[config.mk]
export PLATFORM = sky130hd
export DESIGN_NAME = soc_iomem
export DESIGN_NICKNAME = d
export VERILOG_FILES = /design/src/rtl/soc_pkg.sv /design/src/rtl/uart_tx_ser.sv /design/src/rtl/soc_iomem.sv
export SDC_FILE = /design/constraint.sdc
export NUM_CORES = 1
export LEC_CHECK = 0
export ABC_AREA = 1
export CORE_UTILIZATION = 47
export CTS_CLUSTER_DIAMETER = 150
export DETAILED_ROUTE_END_ITERATION = 6
export MAX_ROUTING_LAYER = met4
export PLACE_DENSITY_LB_ADDON = 0.08
export SYNTH_ARGS = -nofsm -noshare
export SYNTH_HDL_FRONTEND = slang
export SYNTH_HIERARCHICAL = 1
export SYNTH_SLANG_ARGS = --single-unit
[constraint.sdc]
create_clock -name clk -period 3.7 [get_ports clk]
set_input_delay 0.74 -clock clk [delete_from_list [all_inputs] [get_ports clk]]
set_output_delay 0.74 -clock clk [all_outputs]
set_load 0.01 [all_outputs]
[src/rtl/soc_pkg.sv]
// -----------------------------------------------------------------------------
// soc_pkg
// Shared definitions for the iomem peripheral block: register offsets,
// STATUS bit positions, UART serializer state encoding and a small helper
// used by the LED register byte-lane decode.
// No ports (package).
// -----------------------------------------------------------------------------
package soc_pkg;

    localparam int unsigned IOMEM_AW = 22;

    localparam logic [IOMEM_AW-1:0] REG_LEDS   = 22'h00_0004;
    localparam logic [IOMEM_AW-1:0] REG_TXDATA = 22'h00_0008;
    localparam logic [IOMEM_AW-1:0] REG_STATUS = 22'h00_000C;

    localparam int unsigned STAT_BUSY_BIT  = 0;
    localparam int unsigned STAT_FULL_BIT  = 1;
    localparam int unsigned STAT_EMPTY_BIT = 2;
    localparam int unsigned STAT_OVF_BIT   = 3;
    localparam int unsigned STAT_CNT_LSB   = 8;
    localparam int unsigned STAT_CNT_W     = 8;

    typedef enum logic [1:0] {
        UART_IDLE  = 2'd0,
        UART_START = 2'd1,
        UART_DATA  = 2'd2,
        UART_STOP  = 2'd3
    } uart_state_e;

    // Byte lane of the write mask that governs a given data bit. Bits beyond
    // the 32-bit mask reach fall under the top lane.
    function automatic logic [1:0] led_byte_lane(input int unsigned bit_idx);
        return (bit_idx >= 24) ? 2'd3 : 2'(bit_idx / 8);
    endfunction

endpackage

[src/rtl/uart_tx_ser.sv]
// -----------------------------------------------------------------------------
// uart_tx_ser
// 8N1 UART serializer, LSB first, BAUD_DIV clk cycles per bit.
// A byte is accepted when tx_valid & tx_ready. tx_ready is high in IDLE and on
// the last cycle of STOP, so a waiting byte starts with no idle gap.
//
// state | meaning
// IDLE  | line high, waiting for a byte
// START | start bit (line low)
// DATA  | 8 data bits, shift register LSB on the line
// STOP  | stop bit (line high)
//
// Ports:
//   clk      in   clock, posedge
//   resetn   in   synchronous active-low reset
//   tx_data  in   byte to send
//   tx_valid in   tx_data is available
//   tx_ready out  byte is taken this cycle if tx_valid
//   tx_busy  out  1 in every state except IDLE
//   tx_out   out  serial line, idle high
// -----------------------------------------------------------------------------
module uart_tx_ser
    import soc_pkg::*;
#(
    parameter int unsigned BAUD_DIV = 868
) (
    input  logic       clk,
    input  logic       resetn,
    input  logic [7:0] tx_data,
    input  logic       tx_valid,
    output logic       tx_ready,
    output logic       tx_busy,
    output logic       tx_out
);

    localparam int unsigned BW = $clog2(BAUD_DIV);
    localparam logic [BW-1:0] BAUD_LOAD = BW'(BAUD_DIV - 1);
    localparam logic [BW-1:0] BAUD_ONE  = BW'(1);

    uart_state_e state_q, state_d;
    logic [BW-1:0] baud_q, baud_d;
    logic [2:0]    bit_q, bit_d;
    logic [7:0]    shift_q, shift_d;
    logic          baud_tc;

    assign baud_tc = (baud_q == '0);

    // State register
    always_ff @(posedge clk) begin
        if (!resetn) begin
            state_q <= UART_IDLE;
            baud_q  <= '0;
            bit_q   <= '0;
            shift_q <= '0;
        end else begin
            state_q <= state_d;
            baud_q  <= baud_d;
            bit_q   <= bit_d;
            shift_q <= shift_d;
        end
    end

    // Next-state logic
    always_comb begin
        state_d = state_q;
        baud_d  = baud_q;
        bit_d   = bit_q;
        shift_d = shift_q;
        case (state_q)
            UART_IDLE: begin
                if (tx_valid) begin
                    state_d = UART_START;
                    baud_d  = BAUD_LOAD;
                    shift_d = tx_data;
                end
            end
            UART_START: begin
                if (baud_tc) begin
                    state_d = UART_DATA;
                    baud_d  = BAUD_LOAD;
                    bit_d   = 3'd7;
                end else begin
                    baud_d = baud_q - BAUD_ONE;
                end
            end
            UART_DATA: begin
                if (baud_tc) begin
                    baud_d = BAUD_LOAD;
                    if (bit_q == 3'd0) begin
                        state_d = UART_STOP;
                    end else begin
                        shift_d = {1'b0, shift_q[7:1]};
                        bit_d   = bit_q - 3'd1;
                    end
                end else begin
                    baud_d = baud_q - BAUD_ONE;
                end
            end
            UART_STOP: begin
                if (baud_tc) begin
                    // Chain straight into the next start bit when a byte waits
                    if (tx_valid) begin
                        state_d = UART_START;
                        baud_d  = BAUD_LOAD;
                        shift_d = tx_data;
                    end else begin
                        state_d = UART_IDLE;
                    end
                end else begin
                    baud_d = baud_q - BAUD_ONE;
                end
            end
            default: state_d = UART_IDLE;
        endcase
    end

    // Outputs
    always_comb begin
        tx_ready = (state_q == UART_IDLE) || ((state_q == UART_STOP) && baud_tc);
        tx_busy  = (state_q != UART_IDLE);
        case (state_q)
            UART_START: tx_out = 1'b0;
            UART_DATA:  tx_out = shift_q[0];
            default:    tx_out = 1'b1;
        endcase
    end

endmodule

[src/rtl/soc_iomem.sv]
// -----------------------------------------------------------------------------
// soc_iomem
// Memory-mapped I/O block: LED register, console TX FIFO feeding an 8N1 UART,
// and a STATUS register with a sticky overflow flag (write 1 to bit 3 clears).
//   0x4 LEDS   RW  low NUM_LEDS bits
//   0x8 TXDATA W   byte in wdata[7:0]
//   0xC STATUS R   bit0 busy, bit1 full, bit2 empty, bit3 overflow, [15:8] count
//
// Ports:
//   clk        in   clock, posedge
//   resetn     in   synchronous active-low reset
//   sel        in   iomem select
//   mem_addr   in   byte offset within iomem
//   mem_wdata  in   write data
//   mem_wmask  in   byte write mask; any set bit with sel is a write
//   mem_rstrb  in   read strobe
//   mem_rdata  out  read data, registered, holds between reads
//   leds       out  LED register
//   uart_tx    out  serial TX, idle high
//
// Build option: define SOC_IOMEM_SIM_PRINT_EN to echo each byte popped from
// the FIFO to the simulator console. UART behaviour is unaffected.
// Assumes XLEN >= 16 so the count field fits.
// -----------------------------------------------------------------------------
module soc_iomem
    import soc_pkg::*;
#(
    parameter int unsigned XLEN       = 32,
    parameter int unsigned NUM_LEDS   = 4,
    parameter int unsigned FIFO_DEPTH = 16,
    parameter int unsigned BAUD_DIV   = 868
) (
    input  logic                clk,
    input  logic                resetn,
    input  logic                sel,
    input  logic [21:0]         mem_addr,
    input  logic [XLEN-1:0]     mem_wdata,
    input  logic [3:0]          mem_wmask,
    input  logic                mem_rstrb,
    output logic [XLEN-1:0]     mem_rdata,
    output logic [NUM_LEDS-1:0] leds,
    output logic                uart_tx
);

    localparam int unsigned AW = $clog2(FIFO_DEPTH);
    localparam int unsigned CW = AW + 1;
    localparam logic [CW-1:0] CNT_FULL = CW'(FIFO_DEPTH);

    logic [NUM_LEDS-1:0] leds_q, leds_d;
    logic [XLEN-1:0]     rdata_q, rdata_d;
    logic [AW-1:0]       wr_ptr_q, wr_ptr_d;
    logic [AW-1:0]       rd_ptr_q, rd_ptr_d;
    logic [CW-1:0]       cnt_q, cnt_d;
    logic                ovf_q, ovf_d;

    logic [7:0]          fifo_mem [FIFO_DEPTH];
    logic [7:0]          fifo_head;

    logic                wr_en, rd_en;
    logic                push_req, push, pop;
    logic                fifo_full, fifo_empty;
    logic                ovf_set, ovf_clr;
    logic [XLEN-1:0]     status_word;
    logic                ser_ready, ser_busy;
    logic                unused_wdata;

    assign unused_wdata = ^mem_wdata;

    assign wr_en      = sel & (|mem_wmask);
    assign rd_en      = sel & mem_rstrb;
    assign fifo_empty = (cnt_q == '0);
    assign fifo_full  = (cnt_q == CNT_FULL);
    assign fifo_head  = fifo_mem[rd_ptr_q];

    always_comb begin
        push_req = wr_en && (mem_addr == REG_TXDATA);
        pop      = ser_ready && !fifo_empty;
        // A full FIFO still accepts a byte when the head leaves the same cycle
        push     = push_req && (!fifo_full || pop);
        ovf_set  = push_req && fifo_full && !pop;
        ovf_clr  = wr_en && (mem_addr == REG_STATUS) && mem_wdata[STAT_OVF_BIT];
        // Set wins over a simultaneous clear
        ovf_d    = ovf_set | (ovf_q & ~ovf_clr);

        wr_ptr_d = push ? (wr_ptr_q + AW'(1)) : wr_ptr_q;
        rd_ptr_d = pop  ? (rd_ptr_q + AW'(1)) : rd_ptr_q;
        case ({push, pop})
            2'b10:   cnt_d = cnt_q + CW'(1);
            2'b01:   cnt_d = cnt_q - CW'(1);
            default: cnt_d = cnt_q;
        endcase
    end

    always_comb begin
        leds_d = leds_q;
        if (wr_en && (mem_addr == REG_LEDS)) begin
            for (int i = 0; i < int'(NUM_LEDS); i++) begin
                if (mem_wmask[led_byte_lane(i)]) begin
                    leds_d[i] = mem_wdata[i];
                end
            end
        end
    end

    always_comb begin
        status_word                                = '0;
        status_word[STAT_BUSY_BIT]                 = ser_busy;
        status_word[STAT_FULL_BIT]                 = fifo_full;
        status_word[STAT_EMPTY_BIT]                = fifo_empty;
        status_word[STAT_OVF_BIT]                  = ovf_q;
        // A 256-deep full FIFO shows 0 here; the full flag disambiguates
        status_word[STAT_CNT_LSB +: STAT_CNT_W]    = STAT_CNT_W'(cnt_q);

        rdata_d = rdata_q;
        if (rd_en) begin
            case (mem_addr)
                REG_LEDS:   rdata_d = XLEN'(leds_q);
                REG_STATUS: rdata_d = status_word;
                default:    rdata_d = '0;
            endcase
        end
    end

    always_ff @(posedge clk) begin
        if (!resetn) begin
            leds_q   <= '0;
            rdata_q  <= '0;
            wr_ptr_q <= '0;
            rd_ptr_q <= '0;
            cnt_q    <= '0;
            ovf_q    <= 1'b0;
        end else begin
            leds_q   <= leds_d;
            rdata_q  <= rdata_d;
            wr_ptr_q <= wr_ptr_d;
            rd_ptr_q <= rd_ptr_d;
            cnt_q    <= cnt_d;
            ovf_q    <= ovf_d;
        end
    end

    // Storage needs no reset; emptiness is tracked by the pointers and count
    always_ff @(posedge clk) begin
        if (resetn && push) begin
            fifo_mem[wr_ptr_q] <= mem_wdata[7:0];
        end
    end

`ifdef SOC_IOMEM_SIM_PRINT_EN
    always_ff @(posedge clk) begin
        if (resetn && pop) begin
            $write("%c", fifo_head);
        end
    end
`endif

    uart_tx_ser #(
        .BAUD_DIV (BAUD_DIV)
    ) u_ser (
        .clk      (clk),
        .resetn   (resetn),
        .tx_data  (fifo_head),
        .tx_valid (!fifo_empty),
        .tx_ready (ser_ready),
        .tx_busy  (ser_busy),
        .tx_out   (uart_tx)
    );

    assign leds      = leds_q;
    assign mem_rdata = rdata_q;

endmodule

# Yosys cells after proc, flatten, opt, wreduce, memory -nomap -nowiden
# Memories as Yosys holds them, arrays and structs flattened. A register that Yosys moved wholly into a read port is not among the register bits.
# Index checks and enable logic that the tools add are counted.
# word_totals
ff_bits,73
mem_bits_rw,128
in_bits,62
out_inout_bits,37
word_cells,93
memories,1
# classes
add_sub_neg,6
eq_ne,15
muxes,27
n_bitwise,5
reduce_logical,29
# memory_table
name,depth,word_bits,read_ports,rd_ports_with_merged_regs,wr,line,text
fifo_mem,16,8,1,1,1,soc_iomem.sv:56,logic [7:0] fifo_mem [FIFO_DEPTH];
# ops
operator,count
$eq 22x4->1 const B,2
$mux 8,4
$mux 10,3
$pmux 10 s3,1
$pmux 13 s2,1
$pmux 8 s3,1
$eq 22x3->1 const B,1
$logic_and 1x1->1,10
$logic_not 10->1,1
$mux 2,5
$pmux 5 s2,1
$sub 10x1->10 const B,1
$mux 3,3
$add 4x1->4 const B,2
$mux 4,2
$ne 2x1->1 const B,4
$pmux 2 s4,1
$reduce_and 4->1,2
$eq 2x2->1 const B,3
$pmux 3 s2,1
$reduce_bool 2->1,3
$add 5x1->5 const B,1
$eq 5x5->1 const B,1
$logic_not 5->1,1
other kinds (18),27

# Longest topological paths before layout
# depth
ltp_word,9
mapped_depth,20
mapped_depth_nobuf,19

# Cells and area by module
# The synthesis kept the hierarchy.
# by_module_without_submodules
module,instances,cells_each,area_per_inst_um2,seq_area_each_um2
soc_iomem,1,606,7025.5,4464.3
uart_tx_ser,1,220,1410.1,460.4

# Least setup slack after synthesis
# OpenSTA, ideal clock, no wires.
# synth_timing
path_kind,register to register
from,register u_ser.baud_q[0]
to,register cnt_q[4]
setup_ns,0.115
arrival_time_ns,2.530
required_ns,3.585
path_slack_ns,1.055
stages_incl_launch_ff,21
n_path_buf,1
period_less_slack_ns,2.645
path_cell_list,dfxtp_1 inv_1 ha_1 nand2_2 nor2_4 nand2_2 buf_6 o21ai_0 nand2_2 inv_1 nand2_2 inv_1 ha_1 nand2_1 nor2_1 a211oi_1 nand2_1 nand2_1 nand3_1 nand2_1 nor2_1
# synth_between
elab_chain_len,8
word_cells_on_any_way,10
cone_classes,eq/ne: 2; mux: 1; reduce/logical: 7
# synth_lines
element,line,text
start: declaration,uart_tx_ser.sv:41,"logic [BW-1:0] baud_q, baud_d;"
start signal: assignment,uart_tx_ser.sv:57,baud_q <= baud_d;
$logic_not 10->1 (*),uart_tx_ser.sv:46,assign baud_tc = (baud_q == '0);
$logic_and 1x1->1 (*),uart_tx_ser.sv:119,tx_ready = (state_q == UART_IDLE) || ((state_q == UART_STOP) && baud_tc);
$logic_or 1x1->1 (*),uart_tx_ser.sv:119,
named net ser_ready,soc_iomem.sv:64,"logic ser_ready, ser_busy;"
$logic_and 1x1->1 (*),soc_iomem.sv:77,pop = ser_ready && !fifo_empty;
$logic_or 1x1->1,soc_iomem.sv:79,push = push_req && (!fifo_full || pop);
$logic_and 1x1->1,soc_iomem.sv:79,
$eq 2x1->1 or $eq 2x2->1 (tied branches),soc_iomem.sv:87,"case ({push, pop})"
$pmux 5 s2 or $reduce_bool 2->1 (tied branches),--,
end signal: assignment,soc_iomem.sv:137,cnt_q <= cnt_d;
end: declaration,soc_iomem.sv:53,"logic [CW-1:0] cnt_q, cnt_d;"
# The timed path passes the listed nets; every way through them passes the cells marked *.
# A chain may end at the register's enable or synchronous reset.

# Worst setup path after layout
# Ends and elaborated chain as after synthesis.

==> metrics.cfg <==
[detailed_routing]
vias=5803
dr.pass1.iters=6
route.top_layer_used=met4
met1Wirelength_microns=8190
wl_met3_microns=997
drtIter0Drc=377
route.detailed.wl_per_inst_microns=15.7
wl_microns=17600
antenna_left=0
met2_length_microns=8100
drc=0
viasPerCell=5.17

[clocking]
worstSkewPairLatency_ns=0.43
cts_htree_levels=4
numCtsBuffers=17
cts-root-buf=clkbuf_16
hold_buffers=0
cts_tree=done
postCtsResizedCells=0
clock_path_buffers=2
clkSlewWorstSetupHoldPaths_ns=0.07
cts.sinks=182
post_cts_buffers=0

[sta]
max_slew_margin_pct=26.0
finalHoldViolations=0
worst_pin_slew_ns=1.11
fin_skew_ns=0.0110
rsz0062_at_grt=false
finalMaxSlewViolations=0
setup_ws_ns=0.581
setup_violations=0
fmax_mhz=321
min_period_ns=3.12
setup_tns_ns=0
fin_crit_sh_pct=84.3

[place]
post-place-ws_ns=0.475
port_buffers=51
place_congestion=0.823
hpwl_microns=11700

[synthesis]
yosysWarnings=6
ys_top_cells_by_area=edfxtp_1 46%, dfxtp_1 13%, nand2_1 4.8%
synth.distinct_cells=37
synthFlopType=edfxtp_1
ys_seq_elements=182
yosys.area.top_type=edfxtp_1
syn_avg_cell_area_sq_um=10.2
async_reset_ff_share_pct=0
yosysTopAreaCellShare_pct=45.6
syn-instance-count=826
synth-seq-area-share_pct=58.4
synth.cell_area_sq_um=8440
synth-edff-count=128

[global_route]
grt_pass1_vias=5194
grt_pass1_wl_microns=27600
antenna_found_initial=0
grt_use_total_pct=20.7
grt_start_max_net_pins=54
gr-total-overflow=0

[critical_path]
critPathKind=reg2reg
cp.arrival_ns=3.45
required_ns=4.03
reg2reg_slack_ns=0.58
cp-end-kind=register
path_max_fanout=12
start_kind=register

[run_status]
status=complete, no violations

[floorplan]
num_io_pins=99
start_util_pct=48.4
die-area_sq_um=18500
core_sq_um=17400
die_x_microns=136
die_y_microns=136
placementRows=48

[final_layout]
final_util_pct=56.0
drive_gt1_share_pct=9.80
multiInputGateArea_sq_um=2930
n_fill_cell=1463
diodes=0
fin_nets=963
area_delta_synth_final_pct=15.5
regArea_sq_um=4930

[pwr]
peakVddDrop_uv=385
power.total_uw=6590
power_density_nw_per_um2=676
p_leak_uw=0.00377

[flow_run]
drv_cap=0

[worst_hold_path]
hp-class=reg2reg

worst paths after layout:
| path | from | endpoint | cells after the start |
|---|---|---|---|
| max | u_ser/baud_q[0] | cnt_q[4] | 19 |
| min | u_ser/shift_q[0] | u_ser/shift_q[0] | 2 |
| min reg2reg | u_ser/shift_q[0] | u_ser/shift_q[0] | 2 |
| max reg2reg | u_ser/baud_q[0] | cnt_q[4] | 19 |
through the flow:
stage | instances | area [sq um] | hold slack, ns
2_1_floorplan | 848 | 8520 | 0.441
3_3_place_gp | 1091 | 9150 | 0.450
3_5_place_dp | 1091 | 9150 | 0.455
4_1_cts | 1123 | 9750 | 0.468
5_1_grt | 1123 | 9750 | 0.480
6_report | 1123 | 9750 | 0.461
synthesized netlist by cell type (3+ instances only):
library cell and number:
a21oi_1 68, buf_1 3, buf_2 9, buf_4 24
clkbuf_1 15, clkinv_1 3, dfxtp_1 54, edfxtp_1 128
ha_1 15, inv_1 85, inv_2 4, mux2i_1 32
nand2_1 107, nand2_2 8, nand2_4 7, nand3_1 50
nand4_1 4, nor2_1 74, nor2_2 4, nor2_4 4
nor2_8 3, o211ai_1 36, o21ai_0 57, o21ai_1 7
xor2_1 10
routing by layer:
metal,vias to the layer above,GRT usage (%)
met1,2697,28.3
met3,21,4.92
li1,2913,-
met2,172,30.2
met4,0,7.04
met5,-,-
state kept, by name (all words and copies together), names as in the netlist, named ones only:
signal         flops
u_ser/state_q      2
mem_rdata          9
fifo_mem         128
wr_ptr_q           4
leds               4
u_ser/bit_q        3
rd_ptr_q           4
u_ser/baud_q      10
cnt_q              5
u_ser/shift_q      8
ovf_q              1
where the power goes:
| group | internal, uW | leakage [uW] | switching [uW] |
|---|---|---|---|
| clock | 974 | 0.000296 | 841 |
| combinational | 812 | 0.00188 | 1410 |
| sequential | 2340 | 0.00159 | 216 |
| total | 4120 | 0.00377 | 2460 |
kinds of logic after synthesis:
group / count (synthesis) / synth area share [%]
AND/OR/NAND/NOR: 270 / 15.2
flip-flops: 182 / 58.4
AO/OA/AOI/OAI: 170 / 11.2
buffers and inverters: 145 / 7.83
multiplexers: 32 / 3.80
adder cells (fa/ha/maj): 16 / 2.46
XOR/XNOR: 10 / 1.04
other: 1 / 0.0445
layout make-up:
cell class	instances	area share, %
Sequential cell	182	50.6
Multi-Input combinational cell	521	30.1
Timing Repair Buffer	71	6.78
Clock buffer	18	4.40
Inverter	92	3.54
Tap cell	225	2.89
Clock inverter	14	1.73
critical path, stage by stage, from the launching register on:
cell,delay [ns]
dfxtp_1,0.34
inv_1,0.09
ha_1,0.26
nand2_2,0.13
nor2_4,0.14
nand2_2,0.19
o21ai_0,0.29
nand2_2,0.16
inv_1,0.19
nand2_2,0.12
inv_1,0.11
ha_1,0.29
nand2_1,0.09
nor2_1,0.04
a211oi_1,0.26
nand2_1,0.09
nand2_1,0.08
nand3_1,0.06
nand2_1,0.06
nor2_1,0.04
cells in the final DEF (no fill, tap or decap), drive strengths merged, types with 15 or more instances in the layout:
cell type      Yosys  routed
buf               38      20
nand3             52      52
conb               1      23
clkbuf            15      18
a21oi             68      68
o21ai             65      65
o211ai            36      36
ha                15      15
clkdlybuf4s50      0      51
nand2            122     122
edfxtp           128     128
dfxtp             54      54
mux2i             32      32
inv               89     100
nor2              85      85
Note: power is estimated with default switching activity, not from simulation.
